## src/rtl/decode_stage_if.sv

```systemverilog
// decode_stage_if: handshake and decoded-field bundle for decode_stage.
//   Upstream side : flush_i, in_valid_i, in_ready_o, instr_i, pc_i
//   Downstream    : out_valid_o, out_ready_i, rs1_o, rs2_o, rd_o, opcode_o,
//                   funct3_o, funct7_o, alu_sel_o, fmt_o, imm_o, pc_o, illegal_o
//   Modport slave is the decode stage's view; master is the environment's view.
// Handshake: a transfer happens on a rising edge where valid && ready.
//   in_valid_i may be asserted at any time. A valid output entry
//   (out_valid_o=1) keeps every field stable until out_ready_i takes it.
interface decode_stage_if #(
  parameter int XLEN = 32,
  parameter int PC_W = 32
);
  logic            flush_i;
  logic            in_valid_i;
  logic            in_ready_o;
  logic [31:0]     instr_i;
  logic [PC_W-1:0] pc_i;
  logic            out_valid_o;
  logic            out_ready_i;
  logic [4:0]      rs1_o;
  logic [4:0]      rs2_o;
  logic [4:0]      rd_o;
  logic [6:0]      opcode_o;
  logic [2:0]      funct3_o;
  logic [6:0]      funct7_o;
  logic [3:0]      alu_sel_o;
  logic [2:0]      fmt_o;
  logic [XLEN-1:0] imm_o;
  logic [PC_W-1:0] pc_o;
  logic            illegal_o;

  modport slave (
    input  flush_i, in_valid_i, instr_i, pc_i, out_ready_i,
    output in_ready_o, out_valid_o, rs1_o, rs2_o, rd_o, opcode_o, funct3_o,
           funct7_o, alu_sel_o, fmt_o, imm_o, pc_o, illegal_o
  );

  modport master (
    output flush_i, in_valid_i, instr_i, pc_i, out_ready_i,
    input  in_ready_o, out_valid_o, rs1_o, rs2_o, rd_o, opcode_o, funct3_o,
           funct7_o, alu_sel_o, fmt_o, imm_o, pc_o, illegal_o
  );
endinterface

```

## src/rtl/decode_stage.sv

```systemverilog
// decode_stage: registered RV32I/RV64I instruction decode with a 2-entry
// skid buffer (main/output register + skid register).
//   clk  : clock, rising edge
//   rst  : asynchronous active-high reset
//   bus  : decode_stage_if.slave (input handshake, flush, decoded outputs)
// Optional feature macro: DECODE_ILLEGAL_CHECK_EN enables illegal-instruction
// detection (illegal_o, immediate forced to 0 on illegal entries). Without it
// illegal_o is tied to 0.
// fmt encoding: 0=R 1=I 2=S 3=B 4=U 5=J 7=invalid.
module decode_stage #(
  parameter int XLEN = 32,
  parameter int PC_W = 32
) (
  input logic            clk,
  input logic            rst,
  decode_stage_if.slave  bus
);

  localparam logic [2:0] FMT_R   = 3'd0;
  localparam logic [2:0] FMT_I   = 3'd1;
  localparam logic [2:0] FMT_S   = 3'd2;
  localparam logic [2:0] FMT_B   = 3'd3;
  localparam logic [2:0] FMT_U   = 3'd4;
  localparam logic [2:0] FMT_J   = 3'd5;
  localparam logic [2:0] FMT_BAD = 3'd7;

  typedef struct packed {
    logic [4:0]      rs1;
    logic [4:0]      rs2;
    logic [4:0]      rd;
    logic [6:0]      opcode;
    logic [2:0]      funct3;
    logic [6:0]      funct7;
    logic [3:0]      alu_sel;
    logic [2:0]      fmt;
    logic [XLEN-1:0] imm;
    logic [PC_W-1:0] pc;
    logic            illegal;
  } entry_t;

  entry_t dec;
  logic [31:0] imm32;
  logic [31:0] ins;

  // Combinational decode of the incoming word.
  always_comb begin
    ins         = bus.instr_i;
    dec         = '0;
    imm32       = '0;
    dec.rs1     = ins[19:15];
    dec.rs2     = ins[24:20];
    dec.rd      = ins[11:7];
    dec.opcode  = ins[6:0];
    dec.funct3  = ins[14:12];
    dec.funct7  = ins[31:25];
    dec.alu_sel = {ins[30], ins[14:12]};
    dec.pc      = bus.pc_i;
    case (ins[6:0])
      7'b0110011: dec.fmt = FMT_R;
      7'b0010011, 7'b0000011, 7'b1100111, 7'b1110011: begin
        dec.fmt = FMT_I;
        imm32   = {{20{ins[31]}}, ins[31:20]};
      end
      7'b0100011: begin
        dec.fmt = FMT_S;
        imm32   = {{20{ins[31]}}, ins[31:25], ins[11:7]};
      end
      7'b1100011: begin
        dec.fmt = FMT_B;
        imm32   = {{19{ins[31]}}, ins[31], ins[7], ins[30:25], ins[11:8], 1'b0};
      end
      7'b0110111, 7'b0010111: begin
        dec.fmt = FMT_U;
        imm32   = {ins[31:12], 12'b0};
      end
      7'b1101111: begin
        dec.fmt = FMT_J;
        imm32   = {{11{ins[31]}}, ins[31], ins[19:12], ins[20], ins[30:21], 1'b0};
      end
      default: dec.fmt = FMT_BAD;
    endcase
    // Widen to XLEN: fill with the sign, then lay the 32-bit value on top.
    dec.imm       = {XLEN{imm32[31]}};
    dec.imm[31:0] = imm32;
`ifdef DECODE_ILLEGAL_CHECK_EN
    dec.illegal = (dec.fmt == FMT_BAD) ||
                  ((dec.fmt == FMT_R) && (ins[31:25] != 7'b0000000) &&
                   (ins[31:25] != 7'b0100000)) ||
                  (ins[1:0] != 2'b11);
    if (dec.illegal) dec.imm = '0;
`else
    dec.illegal = 1'b0;
`endif
  end

  entry_t main_q, main_d, skid_q, skid_d;
  logic   main_valid_q, main_valid_d;
  logic   skid_valid_q, skid_valid_d;
  logic   in_ready_q, in_ready_d;
  logic   accept, consume;

  assign accept  = bus.in_valid_i && in_ready_q;
  assign consume = main_valid_q && bus.out_ready_i;

  always_comb begin
    main_d       = main_q;
    skid_d       = skid_q;
    main_valid_d = main_valid_q;
    skid_valid_d = skid_valid_q;
    if (bus.flush_i) begin
      // Flush wins over both accept and consume; data regs keep stale contents.
      main_valid_d = 1'b0;
      skid_valid_d = 1'b0;
    end else if (consume || !main_valid_q) begin
      if (skid_valid_q) begin
        // Skid is older than any new input, so it refills main first.
        main_d       = skid_q;
        main_valid_d = 1'b1;
        skid_valid_d = accept;
        if (accept) skid_d = dec;
      end else begin
        main_valid_d = accept;
        if (accept) main_d = dec;
      end
    end else if (accept) begin
      skid_d       = dec;
      skid_valid_d = 1'b1;
    end
    // Ready is derived from the next skid state so it can be a plain flop.
    in_ready_d = !skid_valid_d;
  end

  always_ff @(posedge clk or posedge rst) begin
    if (rst) begin
      main_q       <= '0;
      skid_q       <= '0;
      main_valid_q <= 1'b0;
      skid_valid_q <= 1'b0;
      in_ready_q   <= 1'b1;
    end else begin
      main_q       <= main_d;
      skid_q       <= skid_d;
      main_valid_q <= main_valid_d;
      skid_valid_q <= skid_valid_d;
      in_ready_q   <= in_ready_d;
    end
  end

  assign bus.in_ready_o  = in_ready_q;
  assign bus.out_valid_o = main_valid_q;
  assign bus.rs1_o       = main_q.rs1;
  assign bus.rs2_o       = main_q.rs2;
  assign bus.rd_o        = main_q.rd;
  assign bus.opcode_o    = main_q.opcode;
  assign bus.funct3_o    = main_q.funct3;
  assign bus.funct7_o    = main_q.funct7;
  assign bus.alu_sel_o   = main_q.alu_sel;
  assign bus.fmt_o       = main_q.fmt;
  assign bus.imm_o       = main_q.imm;
  assign bus.pc_o        = main_q.pc;
  assign bus.illegal_o   = main_q.illegal;

endmodule

```

## src/flat_wrapper.sv

```systemverilog
// flat-port wrapper written by rule: the top's interface ports become plain ports
module decode_stage_flat 
#(
  parameter int XLEN = 32,
  parameter int PC_W = 32
)
  (clk, rst, bus_flush_i, bus_in_valid_i, bus_instr_i, bus_pc_i, bus_out_ready_i, bus_in_ready_o, bus_out_valid_o, bus_rs1_o, bus_rs2_o, bus_rd_o, bus_opcode_o, bus_funct3_o, bus_funct7_o, bus_alu_sel_o, bus_fmt_o, bus_imm_o, bus_pc_o, bus_illegal_o);
  decode_stage_if #(.XLEN(XLEN), .PC_W(PC_W)) bus_i ();
  input logic clk;
  input logic rst;
  input wire logic [$bits(bus_i.flush_i)-1:0] bus_flush_i;
  input wire logic [$bits(bus_i.in_valid_i)-1:0] bus_in_valid_i;
  input wire logic [$bits(bus_i.instr_i)-1:0] bus_instr_i;
  input wire logic [$bits(bus_i.pc_i)-1:0] bus_pc_i;
  input wire logic [$bits(bus_i.out_ready_i)-1:0] bus_out_ready_i;
  output wire logic [$bits(bus_i.in_ready_o)-1:0] bus_in_ready_o;
  output wire logic [$bits(bus_i.out_valid_o)-1:0] bus_out_valid_o;
  output wire logic [$bits(bus_i.rs1_o)-1:0] bus_rs1_o;
  output wire logic [$bits(bus_i.rs2_o)-1:0] bus_rs2_o;
  output wire logic [$bits(bus_i.rd_o)-1:0] bus_rd_o;
  output wire logic [$bits(bus_i.opcode_o)-1:0] bus_opcode_o;
  output wire logic [$bits(bus_i.funct3_o)-1:0] bus_funct3_o;
  output wire logic [$bits(bus_i.funct7_o)-1:0] bus_funct7_o;
  output wire logic [$bits(bus_i.alu_sel_o)-1:0] bus_alu_sel_o;
  output wire logic [$bits(bus_i.fmt_o)-1:0] bus_fmt_o;
  output wire logic [$bits(bus_i.imm_o)-1:0] bus_imm_o;
  output wire logic [$bits(bus_i.pc_o)-1:0] bus_pc_o;
  output wire logic [$bits(bus_i.illegal_o)-1:0] bus_illegal_o;
  assign bus_i.flush_i = bus_flush_i;
  assign bus_i.in_valid_i = bus_in_valid_i;
  assign bus_i.instr_i = bus_instr_i;
  assign bus_i.pc_i = bus_pc_i;
  assign bus_i.out_ready_i = bus_out_ready_i;
  assign bus_in_ready_o = bus_i.in_ready_o;
  assign bus_out_valid_o = bus_i.out_valid_o;
  assign bus_rs1_o = bus_i.rs1_o;
  assign bus_rs2_o = bus_i.rs2_o;
  assign bus_rd_o = bus_i.rd_o;
  assign bus_opcode_o = bus_i.opcode_o;
  assign bus_funct3_o = bus_i.funct3_o;
  assign bus_funct7_o = bus_i.funct7_o;
  assign bus_alu_sel_o = bus_i.alu_sel_o;
  assign bus_fmt_o = bus_i.fmt_o;
  assign bus_imm_o = bus_i.imm_o;
  assign bus_pc_o = bus_i.pc_o;
  assign bus_illegal_o = bus_i.illegal_o;
  decode_stage #(.XLEN(XLEN), .PC_W(PC_W)) u_core (.clk(clk), .rst(rst), .bus(bus_i));
endmodule
```

## config.mk

```make
export PLATFORM = sky130hd
export DESIGN_NAME = decode_stage_flat
export DESIGN_NICKNAME = d
export VERILOG_FILES = /design/src/rtl/decode_stage_if.sv /design/src/rtl/decode_stage.sv /design/src/flat_wrapper.sv
export SDC_FILE = /design/constraint.sdc
export NUM_CORES = 1
export LEC_CHECK = 0
export CORE_UTILIZATION = 55
export DETAILED_ROUTE_END_ITERATION = 16
export DONT_BUFFER_PORTS = 1
export GPL_ROUTABILITY_DRIVEN = 0
export PLACE_DENSITY = 0.7
export REMOVE_ABC_BUFFERS = 1
export SLEW_MARGIN = 20
export SYNTH_ARGS = -nofsm -noshare
export SYNTH_HDL_FRONTEND = slang
export SYNTH_SLANG_ARGS = --single-unit
```

## constraint.sdc

```tcl
create_clock -name clk -period 9.7 [get_ports clk]
set_input_delay 1.94 -clock clk [delete_from_list [all_inputs] [get_ports clk]]
set_output_delay 1.94 -clock clk [all_outputs]
set_load 0.01 [all_outputs]
```

==> impl_results.md <==
* Outcome: complete, no violations
* Setup Fix Bufs, Post-CTS at 0
* Critical Path AT at 3820 ps
* Clock sink count at 201
* Vias in the first global route at 6570
* Worst-path fanout max at 120
* Starting DRC count in detailed routing at 387
* Max clock buf depth at 3
* Die Wd at 130.6 µm
* Relative slew slack at 30.71%
* Number of synthesized flops with an enable pin at 0
* Async SR Flop Fraction at 100.0%
* Clk Tree Root Cell: clkbuf_16
* Final Core Density at 60.61%
* Final clock skew at 11.84 ps
* Pin count of the biggest net entering global routing at 130
* Vias at 6645
* RSZ-0062 raised after global routing: no
* Worst hold path type: reg -> reg
* Largest family of logic cells by synthesized area: simple AND/OR/NAND/NOR gates
* Boundary pin count at 175
* CP endpoint kind: flip-flop
* Area of placed instances at 9072 µm²
* VDD IR max at 149.3 µV
* Most common cell after layout, fill and taps aside: nand2_1
* Cells after Synth at 951
* Worst Path Required at 10010 ps
* Initial antenna violation count at 0
* Nets at 972
* Setup Slack @ Placement at 5461 ps
* CORE AREA at 16000 µm²
* Min setup slack post-route at 6191 ps
* Synth Area in Simple Gates at 17.75%
* Yosys warns at 0
* Post-layout min period at 3509 ps
* Pre-Repair DR Iteration Count at 5
* Post-route design area at 9698 µm²
* Worst-Margin Slew at 1039 ps
* GRT Total Usage at 24.96%
* Diodes inserted at 0
* Cts hold-fix bufs at 0
* Routed wire length at 21.27 mm
* Synth-to-layout area growth at 6.543%
* M1 WL at 9.088 mm
* Synth Area in Compound Gates at 14.05%
* Syn Area/Cell at 9.571 µm²
* PwrDens at 217.3 nW/µm²
* CTS H-tree depth at 1
* Setup TNS at 0 ps
* Post-synthesis mux area share at 7.491%
* Share of cells above drive strength 1 at 5.902%
* DRC viols at 0
* CTS tree: done
* CTS Buf Count at 21
* Synth Flop Type: dfrtp_1
* Worst setup path class: in -> reg
* Highest clock rate at 285.0 MHz
* Final ANT Viol Nets at 0
* Drt via density at 5.875
* DP Wirelength at 12.56 mm
* Pwr Total at 0.002107 W
* Detail Route met2 WL at 9.903 mm
* Die height at 130.6 µm
* Grt total ovfl at 0
* WL met3 at 1.923 mm
* Netlist Area Pre-Place at 9102 µm²
* # rows at 46
* Initial core utilization at 56.89%
* XOR/XNOR share of the synthesized area at 0.09622%
* Most frequent cells in the layout: nand2_1, dfrtp_1, o21ai_0
* Post-synthesis cell type count at 51
* Clock-pin transition on the worst setup and hold timing paths at 60 ps
* Sequential share of the synthesized area at 55.27%
* Fin crit share at 36.18%
* Leak pwr at 4.259 nW
* FF+latch count, synth at 201
* Port Buffers at 0
* Final max-slew violation count at 0
* Die area at 17070 µm²
* Nature of the critical path startpoint: input port
* Setup violations, final at 0
* Maxcap violations at 0
* Worst-Skew Late Latency at 490 ps
* First-pass GRT wire length at 33.65 mm
* Adder-Cell Fraction of Synth Area at 0.1100%
* Final hold vios at 0
* Uppermost layer routed: met4
* Post-cts gate resize count at 0
* Drt wl/cell at 18.80 µm
[through the flow]
| stage | hold WS [ps] | instances |
|---|---|---|
| 2_1_floorplan | 440.5 | 870 |
| 3_3_place_gp | 456.4 | 1096 |
| 3_5_place_dp | 461.8 | 1096 |
| 4_1_cts | 476.3 | 1131 |
| 5_1_grt | 492.5 | 1131 |
| 6_report | 470.9 | 1131 |
[layout make-up]
cell class | count | area (µm²)
sequential | 201 | 5035
clock inverter | 3 | 15.01
multi-input combinational | 656 | 3636
timing repair buffer | 10 | 78.83
tap | 216 | 270.3
fill | 1412 | 6302
inverter | 13 | 56.30
clock buffer | 32 | 606.8
[power breakdown]
part	switching, W	internal (W)	leakage (nW)	total [W]
Sequential	0.000135	0.00100	2.53	0.00113
Clock	0.000316	0.000428	0.308	0.000744
Combinational	0.000135	0.0000936	1.42	0.000228
Total	0.000585	0.00152	4.26	0.00211
[synthesized netlist by cell type, types with 5 or more instances]
| cell type | instances | area share, % |
|---|---|---|
| a21oi_1 | 30 | 1.6 |
| mux2i_1 | 67 | 7.4 |
| buf_2 | 27 | 1.5 |
| nand3_1 | 16 | 0.88 |
| a21o_1 | 6 | 0.49 |
| a211oi_1 | 5 | 0.41 |
| o21bai_1 | 15 | 1.2 |
| nand2_1 | 271 | 11 |
| nor4_1 | 22 | 1.5 |
| a31oi_1 | 31 | 2.1 |
| nor3_1 | 5 | 0.27 |
| o211ai_1 | 13 | 1.1 |
| clkbuf_1 | 36 | 1.5 |
| dfrtp_1 | 200 | 55 |
| inv_1 | 13 | 0.54 |
| nor2_1 | 23 | 0.95 |
| nand2b_1 | 5 | 0.34 |
| nor4b_1 | 12 | 1.2 |
| a22oi_1 | 6 | 0.49 |
| o21ai_1 | 10 | 0.55 |
| buf_4 | 9 | 0.74 |
| buf_6 | 7 | 0.87 |
| and3_1 | 5 | 0.34 |
| o21ai_0 | 84 | 4.6 |
[worst max-delay path, stage by stage]
cell,delay [ps]
nor2b_4,80
buf_4,370
or3_4,420
buf_6,650
o21ai_0,260
[worst paths after layout]
| kind | from | endpoint | slack, ps | cells after the start |
|---|---|---|---|---|
| worst max-delay path | bus_out_ready_i | u_core.bus.opcode_o[3] | 6190 | 5 |
| worst min-delay path | u_core.skid_q[24] | u_core.skid_q[24] | 470 | 2 |
| worst max register to register | u_core.skid_valid_q | u_core.skid_q[48] | 6750 | 5 |
| worst min register to register | u_core.skid_q[24] | u_core.skid_q[24] | 470 | 2 |
| max in group asynchronous | rst | u_core.skid_valid_q | 6600 | 2 |
| min in group asynchronous | rst | u_core.skid_q[9] | 1510 | 1 |
[per-layer routing]
layer / vias up / track usage [%]
li1: 3166 / -
met1: 3236 / 32.21
met2: 214 / 41.64
met3: 29 / 7.125
met4: 0 / 5.950
met5: - / 0
[flip-flops by register name, indices dropped and copies added, names as in the netlist, 2 cells and up]
register,flops
u_core.skid_q,99
u_core.bus.rd_o,5
u_core.bus.fmt_o,3
u_core.bus.opcode_o,7
u_core.bus.rs1_o,5
u_core.bus.pc_o,32
u_core.bus.imm_o,32
u_core.bus.rs2_o,5
u_core.bus.funct7_o,7
u_core.bus.funct3_o,2
[cell families after synthesis]
group / count (synthesis)
and+or+nand+nor: 372
other: 1
adders and majority gates: 1
buffers and inverters: 94
DFF: 201
xor gates and xnor gates: 1
muxes: 68
AOI/OAI and AO/OA: 213
(Power assumes the default switching activity.)
